$ cat config.mk
export PLATFORM = sky130hd
export DESIGN_NAME = conv2d_stream_engine
export DESIGN_NICKNAME = d
export VERILOG_FILES = /design/src/rtl/conv_pkg.sv /design/src/rtl/conv_mac.sv /design/src/rtl/conv2d_stream_engine.sv
export SDC_FILE = /design/constraint.sdc
export NUM_CORES = 1
export LEC_CHECK = 0
export ABC_AREA = 0
export CORE_UTILIZATION = 35
export DETAILED_ROUTE_END_ITERATION = 16
export SLEW_MARGIN = 5
export SYNTH_ARGS = -nofsm -noshare
export SYNTH_HDL_FRONTEND = slang
export SYNTH_SLANG_ARGS = --single-unit
export TNS_END_PERCENT = 50
$ cat constraint.sdc
create_clock -name clock -period 8.8 [get_ports clock]
set_input_delay 1.32 -clock clock [delete_from_list [all_inputs] [get_ports clock]]
set_output_delay 1.32 -clock clock [all_outputs]
set_load 0.02 [all_outputs]
$ cat src/rtl/conv_pkg.sv
// Shared types, default parameters and derived-size helpers for the strided 2-D convolution engine.
package conv_pkg;

    typedef enum logic [1:0] {IDLE, LOAD, CALC, OUT} conv_state_t;

    localparam int DEF_DATA_W = 8;
    localparam int DEF_IMG_M  = 7;
    localparam int DEF_KER_K  = 3;
    localparam int DEF_STRIDE = 2;
    localparam int DEF_FLIP   = 1;

    function automatic int out_n(input int m, input int k, input int s);
        if (s < 1 || k > m) return 1;
        return (m - k) / s + 1;
    endfunction

    // Full-precision sum of k*k unsigned products: never wraps.
    function automatic int acc_w(input int dw, input int k);
        return 2 * dw + $clog2(k * k);
    endfunction

    // Index width that stays at least one bit for single-entry ranges.
    function automatic int idx_w(input int n);
        return (n <= 1) ? 1 : $clog2(n);
    endfunction

endpackage

$ cat src/rtl/conv_mac.sv
// Registered multiply-accumulate; clr restarts the sum (loading the current product when en is high).
module conv_mac #(
    parameter int DATA_W = 8,
    parameter int ACC_W  = 20
) (
    input  logic              clock,
    input  logic              reset,
    input  logic              clr,
    input  logic              en,
    input  logic [DATA_W-1:0] a,
    input  logic [DATA_W-1:0] b,
    output logic [ACC_W-1:0]  acc
);

    logic [ACC_W-1:0] prod;

    assign prod = ACC_W'(a) * ACC_W'(b);

    always_ff @(posedge clock or negedge reset) begin
        if (!reset) begin
            acc <= '0;
        end else if (clr) begin
            acc <= en ? prod : '0;
        end else if (en) begin
            acc <= acc + prod;
        end
    end

endmodule

$ cat src/rtl/conv2d_stream_engine.sv
// Frame-buffered strided 2-D convolution: load kernel, stream an image in, then compute one
// window per K*K MAC cycles and hand each full-precision sum out over a valid/ready port.
module conv2d_stream_engine
    import conv_pkg::*;
#(
    parameter int DATA_W = DEF_DATA_W,
    parameter int IMG_M  = DEF_IMG_M,
    parameter int KER_K  = DEF_KER_K,
    parameter int STRIDE = DEF_STRIDE,
    parameter int FLIP   = DEF_FLIP,
    localparam int OUT_N = out_n(IMG_M, KER_K, STRIDE),
    localparam int ACC_W = acc_w(DATA_W, KER_K),
    localparam int KA_W  = idx_w(KER_K * KER_K),
    localparam int RC_W  = idx_w(OUT_N)
) (
    input  logic              clock,
    input  logic              reset,
    input  logic              k_we,
    input  logic [KA_W-1:0]   k_addr,
    input  logic [DATA_W-1:0] k_data,
    input  logic              start,
    input  logic              pix_valid,
    output logic              pix_ready,
    input  logic [DATA_W-1:0] pix_data,
    output logic              res_valid,
    input  logic              res_ready,
    output logic [ACC_W-1:0]  res_data,
    output logic [RC_W-1:0]   res_row,
    output logic [RC_W-1:0]   res_col,
    output logic              busy,
    output logic              done,
    output logic [1:0]        fsm_state
);

    localparam int NPIX = IMG_M * IMG_M;
    localparam int NKER = KER_K * KER_K;
    localparam int PA_W = idx_w(NPIX);
    localparam int MC_W = $clog2(NKER + 1);
    localparam int KI_W = idx_w(KER_K);

    if (KER_K > IMG_M) begin : g_bad_kernel
        $error("conv2d_stream_engine: KER_K must not exceed IMG_M");
    end
    if (STRIDE < 1) begin : g_bad_stride
        $error("conv2d_stream_engine: STRIDE must be at least 1");
    end

    // Handshakes: a pixel moves on a clock edge where pix_valid & pix_ready, a result where
    // res_valid & res_ready; an offered result holds data/row/col until it is taken.
    conv_state_t       state, state_next;
    logic [PA_W-1:0]   pix_cnt, pix_addr;
    logic [MC_W-1:0]   mac_cnt;
    logic [KI_W-1:0]   ki, kj;
    logic [KA_W-1:0]   ker_addr;
    logic [RC_W-1:0]   out_row, out_col;
    logic [ACC_W-1:0]  acc;
    logic [DATA_W-1:0] ker_mem [NKER];
    logic [DATA_W-1:0] frame   [NPIX];
    logic [DATA_W-1:0] mac_a, mac_b;
    logic              pix_hs, res_hs, last_pix, mac_done, last_out, mac_en, mac_clr;
    int                row_i, col_i;

    assign fsm_state = state;
    assign res_row   = out_row;
    assign res_col   = out_col;

    always_comb begin
        state_next = state;
        pix_ready  = (state == LOAD);
        res_valid  = (state == OUT);
        busy       = (state != IDLE);
        pix_hs     = pix_ready & pix_valid;
        res_hs     = res_valid & res_ready;
        last_pix   = (pix_cnt == PA_W'(NPIX - 1));
        mac_done   = (mac_cnt == MC_W'(NKER));
        last_out   = (out_row == RC_W'(OUT_N - 1)) && (out_col == RC_W'(OUT_N - 1));
        mac_en     = (state == CALC) && !mac_done;
        mac_clr    = mac_en && (mac_cnt == '0);
        case (state)
            IDLE:    if (start) state_next = LOAD;
            LOAD:    if (pix_hs && last_pix) state_next = CALC;
            CALC:    if (mac_done) state_next = OUT;
            OUT:     if (res_hs) state_next = last_out ? IDLE : CALC;
            default: state_next = IDLE;
        endcase
    end

    // Window origin is (row*STRIDE, col*STRIDE); FLIP walks the kernel back to front.
    always_comb begin
        row_i    = int'(out_row) * STRIDE + int'(ki);
        col_i    = int'(out_col) * STRIDE + int'(kj);
        pix_addr = PA_W'(row_i * IMG_M + col_i);
        if (FLIP != 0) begin
            ker_addr = KA_W'((KER_K - 1 - int'(ki)) * KER_K + (KER_K - 1 - int'(kj)));
        end else begin
            ker_addr = KA_W'(int'(ki) * KER_K + int'(kj));
        end
        mac_a = frame[pix_addr];
        mac_b = ker_mem[ker_addr];
    end

    // Kernel is frozen while a frame is in flight; it survives reset.
    always_ff @(posedge clock) begin
        if (k_we && state == IDLE && int'(k_addr) < NKER) begin
            ker_mem[k_addr] <= k_data;
        end
        if (pix_hs) begin
            frame[pix_cnt] <= pix_data;
        end
    end

    always_ff @(posedge clock or negedge reset) begin
        if (!reset) begin
            state    <= IDLE;
            pix_cnt  <= '0;
            mac_cnt  <= '0;
            ki       <= '0;
            kj       <= '0;
            out_row  <= '0;
            out_col  <= '0;
            res_data <= '0;
            done     <= 1'b0;
        end else begin
            state <= state_next;
            done  <= 1'b0;
            case (state)
                IDLE: pix_cnt <= '0;
                LOAD: begin
                    if (pix_hs) begin
                        pix_cnt <= pix_cnt + 1'b1;
                        if (last_pix) begin
                            mac_cnt <= '0;
                            ki      <= '0;
                            kj      <= '0;
                            out_row <= '0;
                            out_col <= '0;
                        end
                    end
                end
                CALC: begin
                    // The extra cycle after the last tap captures the finished sum.
                    if (mac_done) begin
                        res_data <= acc;
                    end else begin
                        mac_cnt <= mac_cnt + 1'b1;
                        if (kj == KI_W'(KER_K - 1)) begin
                            kj <= '0;
                            if (ki != KI_W'(KER_K - 1)) ki <= ki + 1'b1;
                        end else begin
                            kj <= kj + 1'b1;
                        end
                    end
                end
                OUT: begin
                    if (res_hs) begin
                        mac_cnt <= '0;
                        ki      <= '0;
                        kj      <= '0;
                        if (last_out) begin
                            done <= 1'b1;
                        end else if (out_col == RC_W'(OUT_N - 1)) begin
                            out_col <= '0;
                            out_row <= out_row + 1'b1;
                        end else begin
                            out_col <= out_col + 1'b1;
                        end
                    end
                end
                default: ;
            endcase
        end
    end

    conv_mac #(
        .DATA_W(DATA_W),
        .ACC_W (ACC_W)
    ) u_mac (
        .clock(clock),
        .reset(reset),
        .clr  (mac_clr),
        .en   (mac_en),
        .a    (mac_a),
        .b    (mac_b),
        .acc  (acc)
    );

endmodule

# Word level (Yosys, flattened, before mapping)
# Memory sizes are Yosys's and may differ from the RTL's.
# Cells that the tools add are included.
# op_classes
add_sub_neg	13
mul	3
n_lt_le_gt_ge	1
n_eq_ne	20
n_mux	41
n_bitwise	2
reduce_logical	21
# ops
cell	count
20-bit 2-to-1 mux	2
2-bit 2-to-1 mux	19
20-bit by 16-bit adder with 20-bit output	1
8-bit by 8-bit multiplier with 16-bit output	1
16-bit 2-to-1 mux	1
4-bit 2-to-1 mux	4
2-bit by 1-bit != test with 1-bit output, second input constant	7
2-bit case mux with 3 select lines	2
4-bit case mux with 3 select lines	1
6-bit case mux with 2 select lines	1
2-bit == test, second input constant	5
2-bit != test, second input constant	5
5-bit AND reduction	2
2-bit by 1-bit adder with 2-bit output, second input constant	4
3-bit by 2-bit adder with 4-bit output	2
2-bit case mux with 2 select lines	2
2-bit case mux with 4 select lines	1
2-bit nonzero test	4
1-bit 2-to-1 mux	7
7-bit AND reduction	1
6-bit by 1-bit adder with 6-bit output, second input constant	1
6-bit by 4-bit adder with 6-bit output	1
6-bit == test, second input constant	1
1-bit logical AND	6
other kinds (17)	20
# totals
reg_bits	61
ram_bits	464
input_bits	26
output_inout_bits	30
elab_cells	113
memories	2
# mem_list
memory	words	word_bits	read_ports	rd_ports_with_merged_regs	write_ports	line_no	text
frame	49	8	1	0	1	conv2d_stream_engine.sv:58	logic [DATA_W-1:0] frame [NPIX];
ker_mem	9	8	1	0	1	conv2d_stream_engine.sv:57	logic [DATA_W-1:0] ker_mem [NKER];

# Depth between registers and ports, before layout
# Gate-level depths: netlist of run 1.
# An unclocked memory read counts as a cell.
# depth
word_depth	8
ltp_mapped	39
ltp_nobuf	38

# Hierarchy
# Synthesis of run 1 repeated with hierarchy kept, for this count alone.
# unflattened
hier_cells	1546
area_unflattened_um2	24456.0
# modules_own_cells
mod	instances	cells_each	area_per_inst_um2	seq_area_each_um2
conv2d_stream_engine	1	1117	20698.6	14959.3
conv_mac	1	429	3757.4	500.5

# Worst setup path before layout of run 1
# OpenSTA, ideal clock, no wires.
# synth_timing
kind	reg-to-reg
from	reg out_row[0] (netlist: res_row[0])
to	reg u_mac.acc[19]
setup_ns	0.069
t_arrival_ns	9.299
t_required_ns	8.731
slack_ns	-0.569
path_stages_with_launch	35
n_path_buf	1
period_less_slack_ns	9.369
path_cell_list	dfrtp_1 -> ha_1 -> inv_1 -> ha_1 -> fa_1 -> fa_1 -> ha_1 -> xnor2_2 -> buf_2 -> mux4_2 -> mux2_2 -> a21oi_4 -> or2_1 -> fa_1 -> fa_1 -> inv_1 -> fa_1 -> inv_1 -> fa_1 -> inv_1 -> ha_1 -> o21ai_0 -> o21bai_1 -> a21oi_1 -> o21bai_1 -> a21oi_1 -> xnor2_1 -> ha_1 -> and4_1 -> nand3_1 -> o31ai_1 -> a41o_1 -> nor2_1 -> or4_1 -> nand3_1
# synth_between
elab_chain_cells	8
# synth_lines
element	line_no	text
start: declaration	conv2d_stream_engine.sv:55	logic [RC_W-1:0] out_row, out_col;
start signal: assignment	conv2d_stream_engine.sv:163	out_row <= out_row + 1'b1;
3-bit by 2-bit adder with 4-bit output	conv2d_stream_engine.sv:90	row_i = int'(out_row) * STRIDE + int'(ki);
4-bit by 3-bit multiplier with 6-bit output	conv2d_stream_engine.sv:92	pix_addr = PA_W'(row_i * IMG_M + col_i);
6-bit by 4-bit adder with 6-bit output	conv2d_stream_engine.sv:92	
memory read 49 x 8 bit	n/a	
8-bit by 8-bit multiplier with 16-bit output	conv_mac.sv:17	assign prod = ACC_W'(a) * ACC_W'(b);
20-bit by 16-bit adder with 20-bit output	conv_mac.sv:25	acc <= acc + prod;
20-bit 2-to-1 mux	conv_mac.sv:24	end else if (en) begin
20-bit 2-to-1 mux	conv_mac.sv:22	end else if (clr) begin
end signal: assignment	conv_mac.sv:23	acc <= en ? prod : '0;
end signal: assignment	conv_mac.sv:25	
end: declaration	conv_mac.sv:12	output logic [ACC_W-1:0] acc
# Every way passes these cells. The select of a mux whose other input is x is not followed.
# A chain may end at the register's enable or synchronous reset.

# Final worst setup path of run 1
# layout_timing
from	reg ki[1]
to	reg u_mac.acc[15]
# layout_between
elab_chain_cells	8
word_cells_on_any_way	13
cone_classes	add/sub (5); mul (3); mux (3); memory (2)
# layout_lines
element	line_no	text
start: declaration	conv2d_stream_engine.sv:53	logic [KI_W-1:0] ki, kj;
start signal: assignment	conv2d_stream_engine.sv:148	if (ki != KI_W'(KER_K - 1)) ki <= ki + 1'b1;
3-bit by 2-bit adder with 4-bit output / 2-bit by 2-bit subtractor with 3-bit output (equally long branches)	conv2d_stream_engine.sv:90, conv2d_stream_engine.sv:94	
4-bit by 3-bit multiplier with 6-bit output / 3-bit by 3-bit multiplier with 4-bit output (equally long branches)	conv2d_stream_engine.sv:92, conv2d_stream_engine.sv:94	
6-bit by 4-bit adder with 6-bit output / 4-bit by 3-bit adder with 4-bit output (equally long branches)	conv2d_stream_engine.sv:92, conv2d_stream_engine.sv:94	
memory read 49 x 8 bit / memory read 9 x 8 bit (equally long branches)	n/a	
8-bit by 8-bit multiplier with 16-bit output *	conv_mac.sv:17	
20-bit by 16-bit adder with 20-bit output	conv_mac.sv:25	
20-bit 2-to-1 mux	conv_mac.sv:24	
20-bit 2-to-1 mux *	conv_mac.sv:22	
# Mark *: on every way between the ends. The rest lies on a longest branch, timed or not. The select of a mux whose other input is x is not followed.

==> results of run 1 <==
-- flip-flops by register name, summed over array words and instances (netlist names), 4 cells and up --
name	cells
u_mac.acc	20
mac_cnt	4
frame	392
res_data	20
ker_mem	72
pix_cnt	6
-- area by class of cell --
class / count / area (sq um) / share of cell area [%]
Multi-Input combinational cell: 788 / 8510 / 29.0
Tap cell: 873 / 1090 / 3.72
Antenna cell: 2 / 5.00 / 0.0171
Clock inverter: 36 / 398 / 1.36
Sequential cell: 525 / 15500 / 52.7
Timing Repair Buffer: 226 / 2150 / 7.34
Clock buffer: 63 / 1410 / 4.80
Inverter: 82 / 308 / 1.05
-- cells by family (layout without fill, tap and decap cells) --
logic type	after synthesis	count (layout)	synth area share (%)
XOR/XNOR	31	31	1.28
adder cells (fa/ha/maj)	125	125	7.85
AND/OR/NAND/NOR	302	302	5.62
buffers and inverters	140	407	2.52
other	0	2	0
flip-flops	525	525	64.0
AO/OA/AOI/OAI	151	151	4.18
multiplexers	179	179	14.5
-- critical path, delay by kind of cell (launching register included) --
kind            cells  cell delay, ns
compound gates     11            1.87
xor+xnor            1            0.26
fa+ha+maj          10            3.90
buf+inv             8            0.81
flops               1            0.44
mux                 3            1.12
simple gates        4            0.43
-- repair_timing --
item                                   in CTS  in global routing
setup buffers                              34                 10
setup endpoints to repair                   7                 10
gates cloned                                2                  1
pin swaps                                  45                 13
resized for setup                          45                 28
endpoints found under the hold margin       0                  0
-- cell usage in the layout (no fill, tap or decap), types with 20 or more instances in the layout --
master and instances:
fa_1 41, a21oi_1 39, clkdlybuf4s50_1 47, nor2_1 143
ha_1 66, inv_1 78, o21ai_0 34, edfxtp_1 464
buf_4 137, mux4_2 134, mux2_2 27, buf_12 20
dfrtp_1 59, clkbuf_16 56, nand2_1 63
-- per-stage QoR --
stage | util (%) | TNS, ns | area [sq um]
2_1_floorplan | - | 0 | 24200
3_3_place_gp | 39.4 | -1.22 | 26700
3_5_place_dp | 39.4 | -1.84 | 26700
4_1_cts | 42.9 | -0.263 | 29100
5_1_grt | 43.3 | -2.86 | 29300
6_report | 43.3 | -0.614 | 29300
-- per-layer routing --
metal  wire [microns]  vias to the layer above  track usage [%]
met5                9                        -                0
met4              913                        2             4.10
met3             2940                       66             2.30
met2            28900                      312             28.6
met1            23500                     6909             20.9
li1                 -                     6028                -
-- worst max-delay path by stage --
stage                                      endpoint  depth (start not counted)
after floorplan           u_mac.acc[19]$_DFFE_PN0P_                         36
after detailed placement  u_mac.acc[19]$_DFFE_PN0P_                         40
after CTS                 u_mac.acc[15]$_DFFE_PN0P_                         35
after global placement    u_mac.acc[19]$_DFFE_PN0P_                         36
final                     u_mac.acc[15]$_DFFE_PN0P_                         37
after global routing      u_mac.acc[17]$_DFFE_PN0P_                         40
==> out/metrics.yaml, run 1 <==
finalSetupViolCount: 6
drc: 0
hold_class: "reg2reg"
critPathRequiredTime_ns: 9.30
hold_viol_final: 0
ios: 56
grt_antenna_before_repair: 2
gp_congestion: 0.829
reg2reg_slack_ns: -0.13
slew_viol_final: 0
r2r_end: "u_mac.acc[15]$_DFFE_PN0P_"
rr_worst_depth: 37
cts_hold_buffers: 0
synthTopCellsByArea: "edfxtp_1, mux4_2, dfrtp_1, ha_1, fa_1"
maxSlewHeadroom_pct: 24.2
crit_start: "ki[1]$_DFFE_PN0P_"
seq_area_frac_synth_pct: 64.0
cp-start-kind: "flop"
crit_slowest_cell: "fa_4"
layout_min_cycle_time_ns: 8.93
violations: "setup timing"
cts-buffers-inserted: 55
clock_path_buffers: 3
cts_tree: "built"
drive_gt1_share_pct: 28.8
area_growth_pct: 21.5
fin_cells: 2595
timing.rr.start: "ki[1]$_DFFE_PN0P_"
yosys.area.top_type: "edfxtp_1"
dp.cells: 2447
fill_cells: 5936
rows: 95
synth_nets: 1604
netlist_area_sq_um: 24100
hold_depth: 1
track_usage_pct: 16.2
worst_slew_pin_slew_ns: 1.14
first_pass_iters: 6
pre_cts_ws_ns: -0.361
first_global_vias: 14000
arrival_ns: 9.43
die_y_microns: 265
ctsHtreeMaxLevel: 2
synth_common_cells: "edfxtp_1, nor2_1, mux4_2"
crit_path_max_fanout: 7
synth.avg_cell_area_sq_um: 16.6
hold_path_end: "res_data[0]$_DFFE_PN0P_"
die_area_sq_um: 70000
drt_iter0_drc: 936
fin_hold_ws_ns: 0.507
async_flop_share_pct: 11.6
dp_hpwl_mm: 37.2
grt_start_max_net_pins: 62
skew_ns: 0.0560
yosys_warnings: 0
outcome: "finished with violations"
vias: 13300
synth_most_common_cell: "edfxtp_1"
crit_top_cell: "ha_4"
cts.sinks: 525
clk-insertion-delay-late_ns: 0.66
initial_core_util_pct: 35.6
routedWlPerCell_microns: 21.7
hp-start: "res_data[0]$_DFFE_PN0P_"
synth_top_cell_area_share_pct: 57.7
cap_violations: 0
grt_first_pass_wirelength_mm: 85.4
numPortBuffers: 55
cts.reportedPaths.clkPinSlew_ns: 0.06
syn_inst: 1453
nNetsFinal: 1829
drtAntennaViolNets: 0
ys.flop_type: "edfxtp_1"
finalCritPeriodShare_pct: 101
synth_edf_count: 464
root_buffer: "clkbuf_16"
max_clock_freq_mhz: 112
crit_type: "reg2reg"
end_kind: "flop"
ys_ff_latch: 525
totalWireLength_mm: 56.3
viasPerCell: 5.13
fp.coreArea_sq_um: 67800
rsz0062_at_grt: "yes"
cpPeakStageDelay_ns: 0.83
die_x_microns: 265
grt.overflow.total: 0
setup_ws_ns: -0.131
ys_types: 65
Power of run 1 is left out: the tool's default activity adds up to more than one toggle a clock period on the data nets, which glitch-free logic cannot reach.
==> inputs of run 2 (changes only) <==
==> constraint.sdc (replaced) <==
create_clock -name clock -period 9.9 [get_ports clock]
set_input_delay 1.485 -clock clock [delete_from_list [all_inputs] [get_ports clock]]
set_output_delay 1.485 -clock clock [all_outputs]
set_load 0.02 [all_outputs]
==> run 2 against run 1 <==
Against the previous run:
- the run now ends clean
- hold slack hardly changed
- fmax is 5.3% lower
- cell count is 3.9% lower
- via count is 2.7% lower
- first-iteration DRC count is 0.96% lower
- largest cell class unchanged
- utilization is 2.0 points lower
- non-clock buffer count is 102 lower
- worst setup slack better by 0.60 ns
==> out/metrics.yaml, run 2 (synthesis gave the netlist of run 1 again) <==
viasPerCell: 5.20
final_common_cell: "edfxtp_1"
numPortBuffers: 55
final_cell_mix: "edfxtp_1, nor2_1, mux4_2, inv_1, ha_1"
vias: 13000
rows: 95
final_util_pct: 41.3
cpPeakStageDelay_ns: 0.54
die_y_microns: 265
cts.reportedPaths.clkPinSlew_ns: 0.06
max_clock_freq_mhz: 106
drc: 0
finalCritPeriodShare_pct: 95.3
gp_congestion: 0.836
first_global_vias: 13400
grt.overflow.total: 0
skew_ns: 0.0456
regMostFlops: "frame"
arrival_ns: 9.96
cts_tree: "built"
crit_top_cell: "fa_1"
clk-insertion-delay-late_ns: 0.63
critPathRequiredTime_ns: 10.42
drtAntennaViolNets: 0
outcome: "finished clean"
initial_core_util_pct: 35.6
grt_antenna_before_repair: 2
nNetsFinal: 1727
crit_type: "reg2reg"
hp-start: "res_data[11]$_DFFE_PN0P_"
reg.largest.list: "frame x392, ker_mem x72"
clock_path_buffers: 3
maxSlewHeadroom_pct: 22.6
totalWireLength_mm: 54.6
root_buffer: "clkbuf_16"
area_growth_pct: 16.0
hold_class: "reg2reg"
crit_path_max_fanout: 25
timing.rr.start: "res_row[0]$_DFFE_PN0P_"
rr_worst_depth: 38
fp.coreArea_sq_um: 67800
cts-buffers-inserted: 55
largest_reg_flops: 392
cap_violations: 0
cts.sinks: 525
grt_start_max_net_pins: 62
slew_viol_final: 0
fin_setup_tns_ns: 0
first_pass_iters: 5
end_kind: "flop"
grt_first_pass_wirelength_mm: 82.7
reg2reg_slack_ns: 0.47
cp-start-kind: "flop"
crit_slowest_cell: "fa_1"
layout_min_cycle_time_ns: 9.43
die_x_microns: 265
hold_viol_final: 0
dp_hpwl_mm: 35.9
worst_slew_pin_slew_ns: 1.15
hold_path_end: "res_data[11]$_DFFE_PN0P_"
ctsHtreeMaxLevel: 2
r2r_end: "u_mac.acc[19]$_DFFE_PN0P_"
track_usage_pct: 15.6
drive_gt1_share_pct: 22.0
num_antenna_cells: 0
hold_depth: 1
ios: 56
finalSetupViolCount: 0
die_area_sq_um: 70000
routedWlPerCell_microns: 21.9
drt_iter0_drc: 927
run 2: changes by cell type in the layout (fill, tap and decap cells not counted), sizes merged:
cell      delta
diode        -2
bufbuf       -1
bufinv       -5
buf        -103
inv          +2
clkbuf       +4
clkinvlp     +2
clkinv       +3
run 2: repair_timing:
item                                    in CTS  in global routing
endpoints found under the setup margin       0                  6
gates resized for setup                      0                 15
hold buffers                                 0                  0
setup buffers                                0                 13
run 2: area by class of cell:
cell class	instances	area (sq um)
fill	6027	39700
sequential	525	15500
multi-input combinational	788	8190
clock buffer	65	1440
timing repair buffer	124	1240
tap	873	1090
inverter	82	308
clock inverter	38	268
run 2: worst max path at each step:
| stage | from | endpoint | slack [ns] | cells past startpoint |
|---|---|---|---|---|
| after floorplan | res_row[0]$_DFFE_PN0P_ | u_mac.acc[19]$_DFFE_PN0P_ | 0.53 | 34 |
| after global placement | ki[1]$_DFFE_PN0P_ | u_mac.acc[19]$_DFFE_PN0P_ | 0.24 | 33 |
| after detailed placement | res_row[0]$_DFFE_PN0P_ | u_mac.acc[19]$_DFFE_PN0P_ | 0.11 | 33 |
| after CTS | res_row[0]$_DFFE_PN0P_ | u_mac.acc[19]$_DFFE_PN0P_ | 0.09 | 33 |
| after global routing | res_row[0]$_DFFE_PN0P_ | u_mac.acc[18]$_DFFE_PN0P_ | -0.02 | 38 |
| final | res_row[0]$_DFFE_PN0P_ | u_mac.acc[19]$_DFFE_PN0P_ | 0.47 | 38 |
run 2: metal layers:
layer,part of all wire [%],vias to the layer above,track usage (%)
li1,-,5823,-
met1,42,6718,20.7
met2,51,337,26.5
met3,4.9,82,2.35
met4,2.3,2,4.78
met5,0.022,-,0
run 2: worst max-delay path, delay by kind of cell, from the launching register on:
kind	cells	cell delay, ns
buffers and inverters	6	0.71
AND/OR/NAND/NOR	8	1.27
multiplexers	2	0.69
XOR/XNOR	2	0.36
flip-flops	1	0.44
adder cells (fa/ha/maj)	11	4.30
AO/OA/AOI/OAI	9	1.56
run 2: stage by stage:
stage / instances / worst slack, ns / area (sq um) / hold WS, ns
final: 2495 / 0.467 / 28000 / 0.507
after global routing: 2495 / -0.0230 / 28000 / 0.534
after CTS: 2479 / 0.0926 / 27700 / 0.509
after detailed placement: 2376 / 0.114 / 26000 / 0.496
after global placement: 2376 / 0.243 / 26000 / 0.495
after floorplan: 1453 / 0.531 / 24100 / 0.472
Power of run 2 is left out for the same reason.
==> edit (flow settings as in run 2) <==
Set the package constant `DEF_DATA_W` to 6 (it was 8).
--- a/src/rtl/conv_pkg.sv
+++ b/src/rtl/conv_pkg.sv
@@ -3,7 +3,7 @@
 
     typedef enum logic [1:0] {IDLE, LOAD, CALC, OUT} conv_state_t;
 
-    localparam int DEF_DATA_W = 8;
+    localparam int DEF_DATA_W = 6;
     localparam int DEF_IMG_M  = 7;
     localparam int DEF_KER_K  = 3;
     localparam int DEF_STRIDE = 2;
Interface: changed (resized k_data, pix_data and res_data); port bits go from 56 to 48. No check against the original RTL was run, so the function may have changed too.
==> edit against run 2 <==
First-iteration DRC count rose by 20%. Sequential cell count shrank 124. Critical endpoint is now u_mac.acc[15]. Worst hold slack got worse by 3.0 ps. Final cell count fell by 24%. Sequential share of layout area grew 0.13 points. Routed wire length shrank 27%. Worst setup slack improved by 680 ps. Non-clock buffer count is 59 lower. Cell area fell by 24%. Area after synthesis shrank 23%.
Power is not shown: default switching activity piles up to over one toggle a cycle in this logic, so the estimate is an artifact.
==> edit: results (changes against run 2) <==
- Outcome: finished, final reports clean
- Fmax: 0.114 GHz (+7.8%)
- Worst R2R Setup Slack: 1150 ps (+680 ps)
- DR iter-0 viols: 1,110 (+20%)
- Ant diodes: 0 (unchanged)
- Grt met1 use: 20.5% (-0.22 points)
- Clk root buf: clkbuf_16
- Slowest cell on the critical path: xnor2_4
- Filler instances: 4,557 (-24%)
- GR Layer Usage met2: 24.0% (-2.6 points)
- Slew headroom: 35.3% (+13 points)
- Reg2reg path depth: 30 (-21%)
- Critical Path End Type: register
- Gpl congestion: 0.910 (+8.8%)
- Vias in the first global route: 9,857 (-26%)
- Total track usage: 15.0% (-0.67 points)
- CP top delay family: adder cells
- Clock Latency Late Sink: 560 ps (-70 ps)
- Number of flops mapped to enable cells by yosys: 348 (-25%)
- Pre-CTS WS: 1160 ps (+1040 ps)
- Top cells by count, synth: edfxtp_1 (348), nor2_1 (87), mux4_2 (82)
- First-pass GRT wire length: 60.5 mm (-27%)
- Nets: 1,290 (-25%)
- Num CTS Buffers: 42 (-24%)
- Synth async-reset ratio: 13.2% (+1.6 points)
- Max incr delay on CP: 630 ps (+90 ps)
- Largest net degree at the start of global routing: 54 (-13%)
- Share of cells above drive strength 1: 17.7% (-4.3 points)
- Longest Clk Path Bufs: 3 (unchanged)
- Resized cells post-CTS: 0 (unchanged)
- Regs by FF count: frame x294, ker_mem x54
- Met3 Use GR: 3.16% (+0.81 points)
- Main area contributors after synthesis: edfxtp_1 (56%), mux4_2 (10%), dfrtp_1 (7.2%)
- Via count: 9,872 (-24%)
- Count of port buffers added during placement: 47 (-15%)
- Setup crit start: res_row[0]
- Drt wl/cell: 21.0 um (-4.1%)
- CTS H-tree depth: 2 (unchanged)
- Seq/Total Area, Yosys: 63.6% (-0.49 points)
- Mapped Nets: 1,220 (-24%)
- Pre-antenna DRT Iters: 5 (unchanged)
- Critical path fanouts, max: 14 (-44%)
- Worst setup endpoint: u_mac.acc[15]
- Initial antenna violation count: 2 (unchanged)
- Setup bufs post-CTS: 0 (unchanged)
- Skew final: 14.9 ps (-30.7 ps)
- Crit path DAT: 9220 ps (-740 ps)
- Post-synth cell types: 66 (+1.5%)
- Detailed placement HPWL: 26.6 mm (-26%)
- Clk slew on worst S/H paths: 60 ps (about the same)
[edit: layout make-up]
type | count | share of cell area [%]
Clock buffer | 46 | 5.01
Clock inverter | 27 | 2.03
Inverter | 53 | 0.935
Multi-Input combinational cell | 619 | 29.9
Sequential cell | 401 | 55.3
Tap cell | 680 | 4.00
Timing Repair Buffer | 65 | 2.80
[edit: worst register-to-register path: cells and delay by family, from the launching register on]
| family | cells | cell delay, ps |
|---|---|---|
| XOR/XNOR | 2 | 850 |
| multiplexers | 2 | 780 |
| buffers and inverters | 4 | 430 |
| AND/OR/NAND/NOR | 3 | 390 |
| flip-flops | 1 | 430 |
| adder cells (fa/ha/maj) | 10 | 4100 |
| AO/OA/AOI/OAI | 9 | 1670 |
[edit: cell families (layout without fill, tap and decap cells)]
logic type	Yosys count	count (layout)	synth area share (%)
AOI/OAI and AO/OA	133	133	4.67
xor gates and xnor gates	30	30	1.70
adders and majority gates	86	86	6.82
buffers and inverters	92	191	2.30
DFF	401	401	63.6
muxes	137	137	15.3
and+or+nand+nor	233	233	5.69
[edit: metal layers]
metal	part of all wire, %	wire [um]
met1	44	17300
met2	48	19000
met3	6.3	2500
met4	2.2	892
met5	0	0
[edit: through the flow]
stage	area (um^2)	cells	util, %
final	21300	1891	41.1
after global routing	21300	1891	41.1
after CTS	21300	1891	41.1
after detailed placement	19800	1818	38.2
after global placement	19800	1818	38.2
after floorplan	18500	1112	-
[edit: how the worst min path moves through the flow]
stage / slack [ps] / end / depth (start not counted) / from
floorplan: 470 / u_mac.acc[2] / 2 / u_mac.acc[2]
global placement: 490 / res_data[3] / 1 / res_data[3]
detailed placement: 500 / res_data[6] / 1 / res_data[6]
CTS: 510 / res_data[0] / 1 / res_data[0]
global route: 530 / res_data[13] / 1 / res_data[13]
finish: 500 / res_data[0] / 1 / res_data[0]
